===== config.mk =====
export PLATFORM = sky130hd
export DESIGN_NAME = game_step_sequencer_flat
export DESIGN_NICKNAME = d
export VERILOG_FILES = /design/src/rtl/game_step_sequencer_if.sv /design/src/rtl/game_step_sequencer.sv /design/src/flat_wrapper.sv
export SDC_FILE = /design/constraint.sdc
export NUM_CORES = 1
export LEC_CHECK = 0
export CAP_MARGIN = 20
export CORE_AREA = 2 2 85 87
export CTS_BUF_LIST = sky130_fd_sc_hd__clkbuf_4 sky130_fd_sc_hd__clkbuf_8
export DETAILED_ROUTE_END_ITERATION = 10
export DIE_AREA = 0 0 87 89
export PLACE_DENSITY = 0.72
export SLEW_MARGIN = 20
export SYNTH_ARGS = -nofsm -noshare
export SYNTH_HDL_FRONTEND = slang
export SYNTH_SLANG_ARGS = --single-unit

===== constraint.sdc =====
create_clock -name clk -period 2.59 [get_ports clk]
set_clock_uncertainty 0.05 [all_clocks]
set_input_delay 0.777 -clock clk [delete_from_list [all_inputs] [get_ports clk]]
set_output_delay 0.777 -clock clk [all_outputs]
set_load 0.05 [all_outputs]

===== src/rtl/game_step_sequencer_if.sv =====
// Handshake bundle between the frame/step controller and the game datapath phases.
// The sequencer takes the slave view; whoever drives frame_start/restart/stall takes the master view.
interface game_step_sequencer_if;
    logic        frame_start;
    logic        restart;
    logic        stall;
    logic [11:0] phase_stb;
    logic [3:0]  phase_idx;
    logic        y_en;
    logic        render_en;
    logic        busy;
    logic        overrun;
    logic [15:0] frame_cnt;

    modport master (
        output frame_start, restart, stall,
        input  phase_stb, phase_idx, y_en, render_en, busy, overrun, frame_cnt
    );

    modport slave (
        input  frame_start, restart, stall,
        output phase_stb, phase_idx, y_en, render_en, busy, overrun, frame_cnt
    );
endinterface


===== src/rtl/game_step_sequencer.sv =====
// Per-frame game step sequencer: after a start delay, each vblank pulse runs twelve
// one-hot phase strobes, with a vertical-update step once every Y_DIV steps.
module game_step_sequencer #(
    parameter int unsigned START_DELAY = 400000000,
    parameter int unsigned Y_DIV       = 6
) (
    input logic                  clk,
    input logic                  reset_n,
    game_step_sequencer_if.slave seq
);
    localparam int unsigned DIV_W     = (Y_DIV > 1) ? $clog2(Y_DIV) : 1;
    localparam int unsigned NUM_PHASE = 12;

    typedef enum logic [1:0] {
        ST_DELAY,
        ST_WAIT_FRAME,
        ST_RUN
    } state_t;

    state_t             state_reg,     state_next;
    logic [31:0]        delay_cnt_reg, delay_cnt_next;
    logic [DIV_W-1:0]   div_cnt_reg,   div_cnt_next;
    logic [11:0]        phase_stb_reg, phase_stb_next;
    logic [3:0]         phase_idx_reg, phase_idx_next;
    logic               y_en_reg,      y_en_next;
    logic               busy_reg,      busy_next;
    logic               overrun_reg,   overrun_next;
    logic               render_en_reg, render_en_next;
    logic [15:0]        frame_cnt_reg, frame_cnt_next;

    // Phase to strobe next: one past the last strobe, or the held phase after a stall.
    logic [3:0]  target_idx;
    logic [11:0] target_onehot;

    assign target_idx = (phase_stb_reg != 12'd0) ? phase_idx_reg + 4'd1 : phase_idx_reg;

    generate
        for (genvar gi = 0; gi < NUM_PHASE; gi++) begin : g_decode
            assign target_onehot[gi] = (target_idx == 4'(gi));
        end
    endgenerate

    always_comb begin
        state_next     = state_reg;
        delay_cnt_next = delay_cnt_reg;
        div_cnt_next   = div_cnt_reg;
        phase_stb_next = 12'd0;
        phase_idx_next = phase_idx_reg;
        y_en_next      = y_en_reg;
        busy_next      = busy_reg;
        overrun_next   = overrun_reg;
        render_en_next = render_en_reg;
        frame_cnt_next = frame_cnt_reg;

        case (state_reg)
            ST_DELAY: begin
                delay_cnt_next = delay_cnt_reg + 32'd1;
                if (delay_cnt_reg == 32'(START_DELAY - 1)) begin
                    state_next     = ST_WAIT_FRAME;
                    delay_cnt_next = 32'd0;
                end
            end
            ST_WAIT_FRAME: begin
                // stall is deliberately ignored here so a step can never be lost.
                if (seq.frame_start) begin
                    state_next     = ST_RUN;
                    phase_stb_next = 12'h001;
                    phase_idx_next = 4'd0;
                    busy_next      = 1'b1;
                    render_en_next = 1'b0;
                    frame_cnt_next = frame_cnt_reg + 16'd1;
                    if (div_cnt_reg == DIV_W'(Y_DIV - 1)) begin
                        y_en_next    = 1'b1;
                        div_cnt_next = '0;
                    end else begin
                        y_en_next    = 1'b0;
                        div_cnt_next = div_cnt_reg + DIV_W'(1);
                    end
                end
            end
            ST_RUN: begin
                if (seq.frame_start) begin
                    overrun_next = 1'b1;
                end
                if (phase_stb_reg[NUM_PHASE-1]) begin
                    state_next     = ST_WAIT_FRAME;
                    phase_idx_next = 4'd0;
                    busy_next      = 1'b0;
                    render_en_next = 1'b1;
                end else begin
                    phase_idx_next = target_idx;
                    if (!seq.stall) begin
                        phase_stb_next = target_onehot;
                    end
                end
            end
            default: begin
                state_next = ST_DELAY;
            end
        endcase

        if (seq.restart) begin
            state_next     = ST_DELAY;
            delay_cnt_next = 32'd0;
            div_cnt_next   = '0;
            phase_stb_next = 12'd0;
            phase_idx_next = 4'd0;
            busy_next      = 1'b0;
            overrun_next   = 1'b0;
            render_en_next = 1'b1;
        end
    end

    always_ff @(posedge clk) begin
        if (!reset_n) begin
            state_reg     <= ST_DELAY;
            delay_cnt_reg <= 32'd0;
            div_cnt_reg   <= '0;
            phase_stb_reg <= 12'd0;
            phase_idx_reg <= 4'd0;
            y_en_reg      <= 1'b0;
            busy_reg      <= 1'b0;
            overrun_reg   <= 1'b0;
            render_en_reg <= 1'b1;
            frame_cnt_reg <= 16'd0;
        end else begin
            state_reg     <= state_next;
            delay_cnt_reg <= delay_cnt_next;
            div_cnt_reg   <= div_cnt_next;
            phase_stb_reg <= phase_stb_next;
            phase_idx_reg <= phase_idx_next;
            y_en_reg      <= y_en_next;
            busy_reg      <= busy_next;
            overrun_reg   <= overrun_next;
            render_en_reg <= render_en_next;
            frame_cnt_reg <= frame_cnt_next;
        end
    end

    assign seq.phase_stb = phase_stb_reg;
    assign seq.phase_idx = phase_idx_reg;
    assign seq.y_en      = y_en_reg;
    assign seq.busy      = busy_reg;
    assign seq.overrun   = overrun_reg;
    assign seq.render_en = render_en_reg;
    assign seq.frame_cnt = frame_cnt_reg;
endmodule


===== src/flat_wrapper.sv =====
// flat-port wrapper written by rule: the top's interface ports become plain ports
module game_step_sequencer_flat 
#(
    parameter int unsigned START_DELAY = 400000000,
    parameter int unsigned Y_DIV       = 6
)
  (clk, reset_n, seq_frame_start, seq_restart, seq_stall, seq_phase_stb, seq_phase_idx, seq_y_en, seq_render_en, seq_busy, seq_overrun, seq_frame_cnt);
  game_step_sequencer_if seq_i ();
  input logic clk;
  input logic reset_n;
  input wire logic [$bits(seq_i.frame_start)-1:0] seq_frame_start;
  input wire logic [$bits(seq_i.restart)-1:0] seq_restart;
  input wire logic [$bits(seq_i.stall)-1:0] seq_stall;
  output wire logic [$bits(seq_i.phase_stb)-1:0] seq_phase_stb;
  output wire logic [$bits(seq_i.phase_idx)-1:0] seq_phase_idx;
  output wire logic [$bits(seq_i.y_en)-1:0] seq_y_en;
  output wire logic [$bits(seq_i.render_en)-1:0] seq_render_en;
  output wire logic [$bits(seq_i.busy)-1:0] seq_busy;
  output wire logic [$bits(seq_i.overrun)-1:0] seq_overrun;
  output wire logic [$bits(seq_i.frame_cnt)-1:0] seq_frame_cnt;
  assign seq_i.frame_start = seq_frame_start;
  assign seq_i.restart = seq_restart;
  assign seq_i.stall = seq_stall;
  assign seq_phase_stb = seq_i.phase_stb;
  assign seq_phase_idx = seq_i.phase_idx;
  assign seq_y_en = seq_i.y_en;
  assign seq_render_en = seq_i.render_en;
  assign seq_busy = seq_i.busy;
  assign seq_overrun = seq_i.overrun;
  assign seq_frame_cnt = seq_i.frame_cnt;
  game_step_sequencer #(.START_DELAY(START_DELAY), .Y_DIV(Y_DIV)) u_core (.clk(clk), .reset_n(reset_n), .seq(seq_i));
endmodule

# Word level (Yosys, flattened, before mapping)
# Index checks and enable logic that the tools add are counted.
# W data, S select, Z words.
[op_classes] n_addsub=4 eq_ne=18 mux=21 n_bitwise=1 reduce_logical=10
[ops] op="$add A32 B1 Y32 const B" n=1
[ops] op="$eq A32 B29 Y1 const B" n=1
[ops] op="$mux W32" n=1
[ops] op="$mux W12" n=2
[ops] op="$pmux W12 S2" n=1
[ops] op="$add A16 B1 Y16 const B" n=1
[ops] op="$eq A4 B3 Y1 const B" n=4
[ops] op="$eq A4 B4 Y1 const B" n=4
[ops] op="$mux W4" n=3
[ops] op="$reduce_bool A12 Y1" n=1
[ops] op="$eq A4 B2 Y1 const B" n=2
[ops] op="$pmux W4 S2" n=1
[ops] op="$mux W1" n=6
[ops] op="$mux W2" n=3
[ops] op="$pmux W2 S3" n=1
[ops] op="$reduce_and A2 Y1" n=3
[ops] op="$reduce_and A3 Y1" n=2
[ops] op="$add A4 B1 Y4 const B" n=1
[ops] op="$eq A4 B1 Y1 const B" n=1
[ops] op="$logic_not A4 Y1" n=1
[ops] op="$ne A2 B1 Y1 const B" n=2
[ops] op="$pmux W1 S2" n=2
[ops] op="$add A3 B1 Y3 const B" n=1
[ops] op="$eq A3 B3 Y1 const B" n=1
[ops] op="8 further kinds" n=8
[word_totals] ff_bits=73 in_bits=5 output_inout_bits=36

# Depth between registers and ports, before layout
# Gate-level depths: netlist of the first run.
[logic_depth] word_depth=6 mapped_depth=8 depth_no_buf=7

# Worst setup path before layout of the first run
# No wires, ideal clock.
[synth_timing] kind="register -> register" from="register u_core.phase_stb_reg[2] (netlist: u_core.seq.phase_stb[2])" to="register u_core.phase_stb_reg[7] (netlist: u_core.seq.phase_stb[7])" arrival_time_ps=1992 slack_ps=421 stages_incl_launch_ff=7 path_buffers=1 synth_period_minus_slack_ps=2169 path_cell_list="dfxtp_1 > nor4_1 > and3_1 > clkbuf_1 > o32ai_1 > a22oi_1 > nor2_1"
[synth_via] elab_chain_cells=6
[synth_lines] element="from (decl)" line="game_step_sequencer.sv:23" text="logic [11:0] phase_stb_reg, phase_stb_next;"
[synth_lines] element="from (signal assigned)" line="game_step_sequencer.sv:130" text="phase_stb_reg <= phase_stb_next;"
[synth_lines] element="$reduce_bool A12 Y1" line="game_step_sequencer.sv:35" text="assign target_idx = (phase_stb_reg != 12'd0) ? phase_idx_reg + 4'd1 : phase_idx_reg;"
[synth_lines] element="$mux W4" line="game_step_sequencer.sv:35"
[synth_lines] element="$eq A4 B3 Y1" line="game_step_sequencer.sv:39" text="assign target_onehot[gi] = (target_idx == 4'(gi));"
[synth_lines] element="$mux W12" line="game_step_sequencer.sv:92" text="if (!seq.stall) begin"
[synth_lines] element="$mux W12" line="game_step_sequencer.sv:85" text="if (phase_stb_reg[NUM_PHASE-1]) begin"
[synth_lines] element="$pmux W12 S2" line="game_step_sequencer.sv:55" text="case (state_reg)"
# Every way passes these cells.
# A chain may end at the register's enable or synchronous reset.

# Final worst setup path of the first run
[layout_timing] from="register u_core.phase_idx_reg[2] (netlist: u_core.seq.phase_idx[2])" to="output seq_phase_idx[2]"
[layout_rtl] element="from (decl)" line="game_step_sequencer.sv:24" text="logic [3:0] phase_idx_reg, phase_idx_next;"
[layout_rtl] element="from (signal assigned)" line="game_step_sequencer.sv:131" text="phase_idx_reg <= phase_idx_next;"
[layout_rtl] element="to (decl)" line="flat_wrapper.sv:15" text="output wire logic [$bits(seq_i.phase_idx)-1:0] seq_phase_idx;"
# No word-level cell between the ends.

==> run metrics, run 1 <==
status=completed; Yosys cell types=40; power share of the clock group=0.479; Hold Path End=u_core.seq.y_en$_SDFFE_PN0P_; TritonRoute pass-1 iters=4; Slew Limit Fails=0; yosys warns=0; Final setup viols=0; via count=2811; sequential share of power=0.505; crit start category=flip-flop; register-to-register setup slack=250 ps; RSZ-0062 raised after global routing=false; Reg2Reg Launch Point=u_core.state_reg[1]$_SDFFE_PP0P_; CTS tree=built; Clock Tree Root=clkbuf_8; initial DRC count=173; GP Congestion=0.820; Seq cells post-synth=73; reg2reg end=u_core.delay_cnt_reg[20]$_SDFFE_PP0P_; Die H=89 um; initial antenna violation count=0; top cell family by delay on the critical path=buffers and inverters; final hold viol count=0; register area share after synthesis=0.437; antenna-violating nets left=0; peak supply drop=0.326 mV; Mapped Cells=394; Hold Crit Start=u_core.seq.y_en$_SDFFE_PN0P_; Hold Path Depth=2; syn_nets=406; Setup TNS=0 ps; CP max FO=8; synthesis-to-finish area growth=23.9%; total wire length=7.00 mm; Clock transition at path regs=70 ps; GRT overflow=0; I/O pins=41; sw frac=0.191; Max-Cap Viols=0; CP bufs+invs=1; first-pass GRT wire length=12.0 mm; DRC violations left=0; combinational share of power=0.016; Pint=0.00180 W; Final #Nets=456; ant diodes=0; die extent in x=87 um; largest net degree at the start of global routing=29; Worst Tran Pin Value=526 ps; CP max stage delay=850 ps; hpwl dp=5.19 mm; number of global-route vias before repair=2658; number of fill cells in the layout=579; Hold Path Class=reg2reg; Max Fclk=0.402 GHz; CP Data Arrival Time=1660 ps; total CTS buffers=9; critical path depth=1; minimum clock period=2480 ps; crit-path cells=clkdlybuf4s50_1; Clock Path Buffers=2; CP max-delay cell=clkdlybuf4s50_1; Worst Reg-to-Reg Cells=7; Core ar.=0.00672 mm2; PD cells=538 mW/mm2; clk sink count=73; clk_lat worst skew=340 ps; setup bufs post-CTS=0; worst hold slack=426 ps; Worst EP required=1760 ps; Crit. End Element=output pin; fin crit share=0.959; Syn Std Cell Area=0.00334 mm2; P_sw=0.000426 W; DIE AREA=0.00774 mm2; GRT Total Usage=0.198; Routed WL per cell=13.2 um; Setup CP Type=reg2out; Slew HR=0.648; Vias/cell=5.31; PortBufs=40; Initial Util=0.497; H-tree levels=3; Leakage=1.38 nW; max reg flops=32; syn avg cell area=8.48 um2; Rows=30; share of cells above drive strength 1=0.0824
==> how the worst max path moves through the flow <==
stage                                              start                                     to  slack, ps
finish              u_core.seq.phase_idx[2]$_SDFFE_PP0P_                       seq_phase_idx[2]        110
global route        u_core.seq.phase_idx[1]$_SDFFE_PP0P_                       seq_phase_idx[1]         20
CTS                 u_core.seq.phase_idx[3]$_SDFFE_PP0P_                       seq_phase_idx[3]         50
detailed placement                       seq_frame_start  u_core.seq.frame_cnt[13]$_SDFFE_PN0P_         70
global placement                         seq_frame_start  u_core.seq.frame_cnt[15]$_SDFFE_PN0P_        100
floorplan             u_core.seq.phase_stb[2]$_SDFF_PP0_     u_core.seq.phase_stb[7]$_SDFF_PP0_        420
==> synthesized netlist by cell type <==
cell / count / share of area
dfxtp_1: 73 / 0.44
nor2_1: 63 / 0.071
nand2_1: 30 / 0.034
xnor2_1: 30 / 0.079
nor3_1: 18 / 0.027
nand3_1: 15 / 0.022
and2_1: 14 / 0.026
inv_1: 13 / 0.015
o21ai_0: 13 / 0.019
xor2_1: 13 / 0.034
clkbuf_1: 11 / 0.012
nand4_1: 11 / 0.021
nor4_1: 11 / 0.021
a21oi_1: 10 / 0.015
ha_1: 7 / 0.026
and3_1: 6 / 0.011
mux2i_1: 6 / 0.018
or3_1: 6 / 0.011
a21boi_0: 5 / 0.011
nor2b_1: 4 / 0.0075
buf_2: 3 / 0.0045
nand2b_1: 3 / 0.0056
nor3b_1: 3 / 0.0067
or2_2: 3 / 0.0056
or4_1: 3 / 0.0067
a311oi_1: 2 / 0.0052
a31oi_1: 2 / 0.0037
a32oi_1: 2 / 0.0052
nand4b_1: 2 / 0.0052
or4b_1: 2 / 0.0060
a22oi_1: 1 / 0.0022
a31o_2: 1 / 0.0026
and4_2: 1 / 0.0030
nand3b_1: 1 / 0.0022
nor4_2: 1 / 0.0037
nor4b_1: 1 / 0.0026
o21ai_2: 1 / 0.0026
o311ai_0: 1 / 0.0026
o32ai_1: 1 / 0.0026
or3b_2: 1 / 0.0026
==> power groups by stage <==
stage          sequential [W]  clock [W]  combinational, W
2_1_floorplan         0.00115          0         0.0000163
3_3_place_gp          0.00115          0         0.0000351
3_5_place_dp          0.00115          0         0.0000356
4_1_cts               0.00112    0.00109         0.0000360
5_1_grt               0.00112    0.00113         0.0000390
6_report              0.00112    0.00107         0.0000358
==> layout make-up <==
| type | count | area, um2 | area share |
|---|---|---|---|
| tap | 80 | 100 | 0.0242 |
| clock buffer | 10 | 138 | 0.0332 |
| sequential | 73 | 1460 | 0.353 |
| multi-input combinational | 294 | 1770 | 0.429 |
| inverter | 13 | 48.8 | 0.0118 |
| timing repair buffer | 53 | 513 | 0.124 |
| clock inverter | 6 | 105 | 0.0254 |
==> cell usage in the layout, fill, tap and decap left out, drive strengths merged, types with 4 or more instances in the layout <==
| master | instances |
|---|---|
| a21boi | 5 |
| a21oi | 10 |
| and2 | 14 |
| and3 | 6 |
| buf | 13 |
| clkbuf | 10 |
| clkdlybuf4s50 | 39 |
| dfxtp | 73 |
| ha | 7 |
| inv | 13 |
| mux2i | 6 |
| nand2 | 30 |
| nand3 | 15 |
| nand4 | 11 |
| nor2 | 63 |
| nor2b | 4 |
| nor3 | 18 |
| nor4 | 12 |
| o21ai | 14 |
| or3 | 6 |
| xnor2 | 30 |
| xor2 | 13 |
==> per-stage QoR <==
stage	std cells	util	power, W	setup WS, ps	area (um2)
floorplan	394	-	0.00117	421	3340
global placement	513	0.580	0.00119	96.7	3890
detailed placement	513	0.580	0.00119	74.8	3890
CTS	529	0.616	0.00225	49.8	4140
global route	529	0.616	0.00229	23.6	4140
finish	529	0.616	0.00223	105	4140
==> what timing repair did <==
action	in CTS	in global routing
resized for setup	0	1
endpoints found under the setup margin	0	1
hold buffers	0	0
endpoints found under the hold margin	0	0
==> kinds of logic (layout without fill, tap and decap cells) <==
| group | after synthesis | after routing | synth area share |
|---|---|---|---|
| flip-flops | 73 | 73 | 0.437 |
| multiplexers | 6 | 6 | 0.0180 |
| XOR/XNOR | 43 | 43 | 0.113 |
| buffers and inverters | 27 | 82 | 0.0315 |
| adder cells (fa/ha/maj) | 7 | 7 | 0.0262 |
| AND/OR/NAND/NOR | 199 | 199 | 0.302 |
| AO/OA/AOI/OAI | 39 | 39 | 0.0727 |
==> routing by layer <==
layer / vias to the layer above / share of wire / track usage
met3: 5 / 0.043 / 0.0360
met2: 49 / 0.48 / 0.328
li1: 1451 / - / -
met1: 1306 / 0.47 / 0.248
met5: - / 0 / 0
met4: 0 / 0.0077 / 0.101
(Power assumes the default switching activity.)
==> run 2: changes to the inputs <==
--- a/config.mk
+++ b/config.mk
@@ -5,12 +5,10 @@
 export SDC_FILE = /design/constraint.sdc
 export NUM_CORES = 1
 export LEC_CHECK = 0
-export CAP_MARGIN = 20
-export CORE_AREA = 2 2 85 87
+export CORE_AREA = 2 2 95 97
 export CTS_BUF_LIST = sky130_fd_sc_hd__clkbuf_4 sky130_fd_sc_hd__clkbuf_8
 export DETAILED_ROUTE_END_ITERATION = 10
-export DIE_AREA = 0 0 87 89
-export PLACE_DENSITY = 0.72
+export DIE_AREA = 0 0 97 99
 export SLEW_MARGIN = 20
 export SYNTH_ARGS = -nofsm -noshare
 export SYNTH_HDL_FRONTEND = slang
==> run 2 against run 1 <==
- combinational power is 4% lower
- design area rose by 0.79%
- critical path depth is the same
- register-to-register slack got worse by 100 ps
- critical endpoint is now seq_phase_idx[3]
==> run metrics, run 2 (same netlist as run 1, synthesis figures left out) <==
Slew Limit Fails=0; Crit. End Element=output pin; CP max FO=8; Clock transition at path regs=80 ps; initial DRC count=134; Crit. Startpoint=u_core.seq.phase_idx[3]$_SDFFE_PP0P_; DP Worst Slack=-14.5 ps; largest net degree at the start of global routing=29; Clock Tree Root=clkbuf_8; first-pass GRT wire length=12.1 mm; Leakage=1.37 nW; PortBufs=40; antenna-violating nets left=0; Routed WL per cell=12.3 um; Vias/cell=5.02; Worst Tran Pin Value=708 ps; setup ws final=62.4 ps; Worst Reg-to-Reg Cells=8; PD cells=489 mW/mm2; CP max-delay cell=clkdlybuf4s50_1; Hold Path Class=reg2reg; Rows=34; status=completed; GRT Total Usage=0.150; number of global-route vias before repair=2694; total CTS buffers=9; top cell family by delay on the critical path=buffers and inverters; final hold viol count=0; Final #Nets=463; minimum clock period=2530 ps; CP bufs+invs=1; Initial Util=0.391; Max-Cap Viols=0; GP Congestion=0.787; Reg2Reg Launch Point=u_core.state_reg[1]$_SDFFE_PP0P_; Die H=99 um; Hold Path End=u_core.seq.y_en$_SDFFE_PN0P_; Hold Path Depth=2; RSZ-0062 raised after global routing=false; post-route cell area=0.00417 mm2; H-tree levels=3; fin crit share=0.976; Multi-input gate area=0.00178 mm2; synthesis-to-finish area growth=24.9%; CP Data Arrival Time=1700 ps; ant diodes=0; worst hold slack=425 ps; Util after Layout=0.488; Hold Crit Start=u_core.seq.y_en$_SDFFE_PN0P_; die extent in x=97 um; register-to-register setup slack=150 ps; share of cells above drive strength 1=0.0965; Worst EP required=1760 ps; initial antenna violation count=0; peak supply drop=0.220 mV; CTS hold repair buffers=0; TritonRoute pass-1 iters=4; Slew HR=0.526; clk_lat worst skew=340 ps; most frequent cells in the layout=dfxtp_1 (73), nor2_1 (63), clkdlybuf4s50_1 (40); clk sink count=73; DIE AREA=0.00960 mm2; Clock Path Buffers=2; via count=2831; FF+latch area=0.00146 mm2; crit-path cells=clkdlybuf4s50_1; DRC violations left=0; CP max stage delay=860 ps; number of fill cells in the layout=861; I/O pins=41; Final setup viols=0; crit start category=flip-flop; Max Fclk=0.396 GHz; CTS tree=built; max reg flops=32; Setup CP Type=reg2out; hpwl dp=5.08 mm; reg2reg end=u_core.delay_cnt_reg[20]$_SDFFE_PP0P_; commonest non-fill, non-tap cell in the layout=dfxtp_1; total wire length=6.94 mm; GRT overflow=0; placed inst area=0.00397 mm2; Core ar.=0.00855 mm2
[run 2: timing repair]
action	4_1_cts	5_1_grt
endpoints found under the setup margin	9	0
gates resized for setup	1	0
buffers inserted	0	0
[run 2: cell type report]
cell class | count | share of cell area
Multi-Input combinational cell | 294 | 0.427
Timing Repair Buffer | 60 | 0.132
Clock buffer | 10 | 0.0330
Tap cell | 108 | 0.0324
Clock inverter | 6 | 0.0138
Inverter | 13 | 0.0117
Sequential cell | 73 | 0.350
[run 2: metrics by stage]
| step | std cells | total power (W) | TNS, ps |
|---|---|---|---|
| after detailed placement | 548 | 0.00118 | -24.6 |
| after global placement | 548 | 0.00118 | 0 |
| after global routing | 564 | 0.00212 | 0 |
| final | 564 | 0.00204 | 0 |
| after CTS | 564 | 0.00207 | 0 |
| after floorplan | 394 | 0.00117 | 0 |
[run 2: per-layer routing]
metal,global-route usage,part of all wire,vias to the layer above
met4,0.0618,0.011,0
met3,0.0312,0.034,7
met2,0.237,0.45,42
li1,-,-,1461
met5,0,0,-
met1,0.202,0.50,1321
[run 2: power breakdown]
group | leakage, nW | internal [W] | switching, W | total [W]
Sequential | 0.588 | 0.00112 | 0.00000144 | 0.00112
Clock | 0.102 | 0.000464 | 0.000415 | 0.000880
Combinational | 0.678 | 0.0000142 | 0.0000203 | 0.0000344
Total | 1.37 | 0.00160 | 0.000437 | 0.00204
[run 2: worst max-delay path by stage]
stage	endpoint	slack (ps)	cells past startpoint
2_1_floorplan	u_core.seq.phase_stb[7]$_SDFF_PP0_	420	6
3_3_place_gp	u_core.delay_cnt_reg[5]$_SDFFE_PP0P_	30	6
3_5_place_dp	u_core.delay_cnt_reg[5]$_SDFFE_PP0P_	-10	6
4_1_cts	seq_phase_idx[3]	40	1
5_1_grt	seq_phase_idx[3]	0.3	1
6_report	seq_phase_idx[3]	60	1
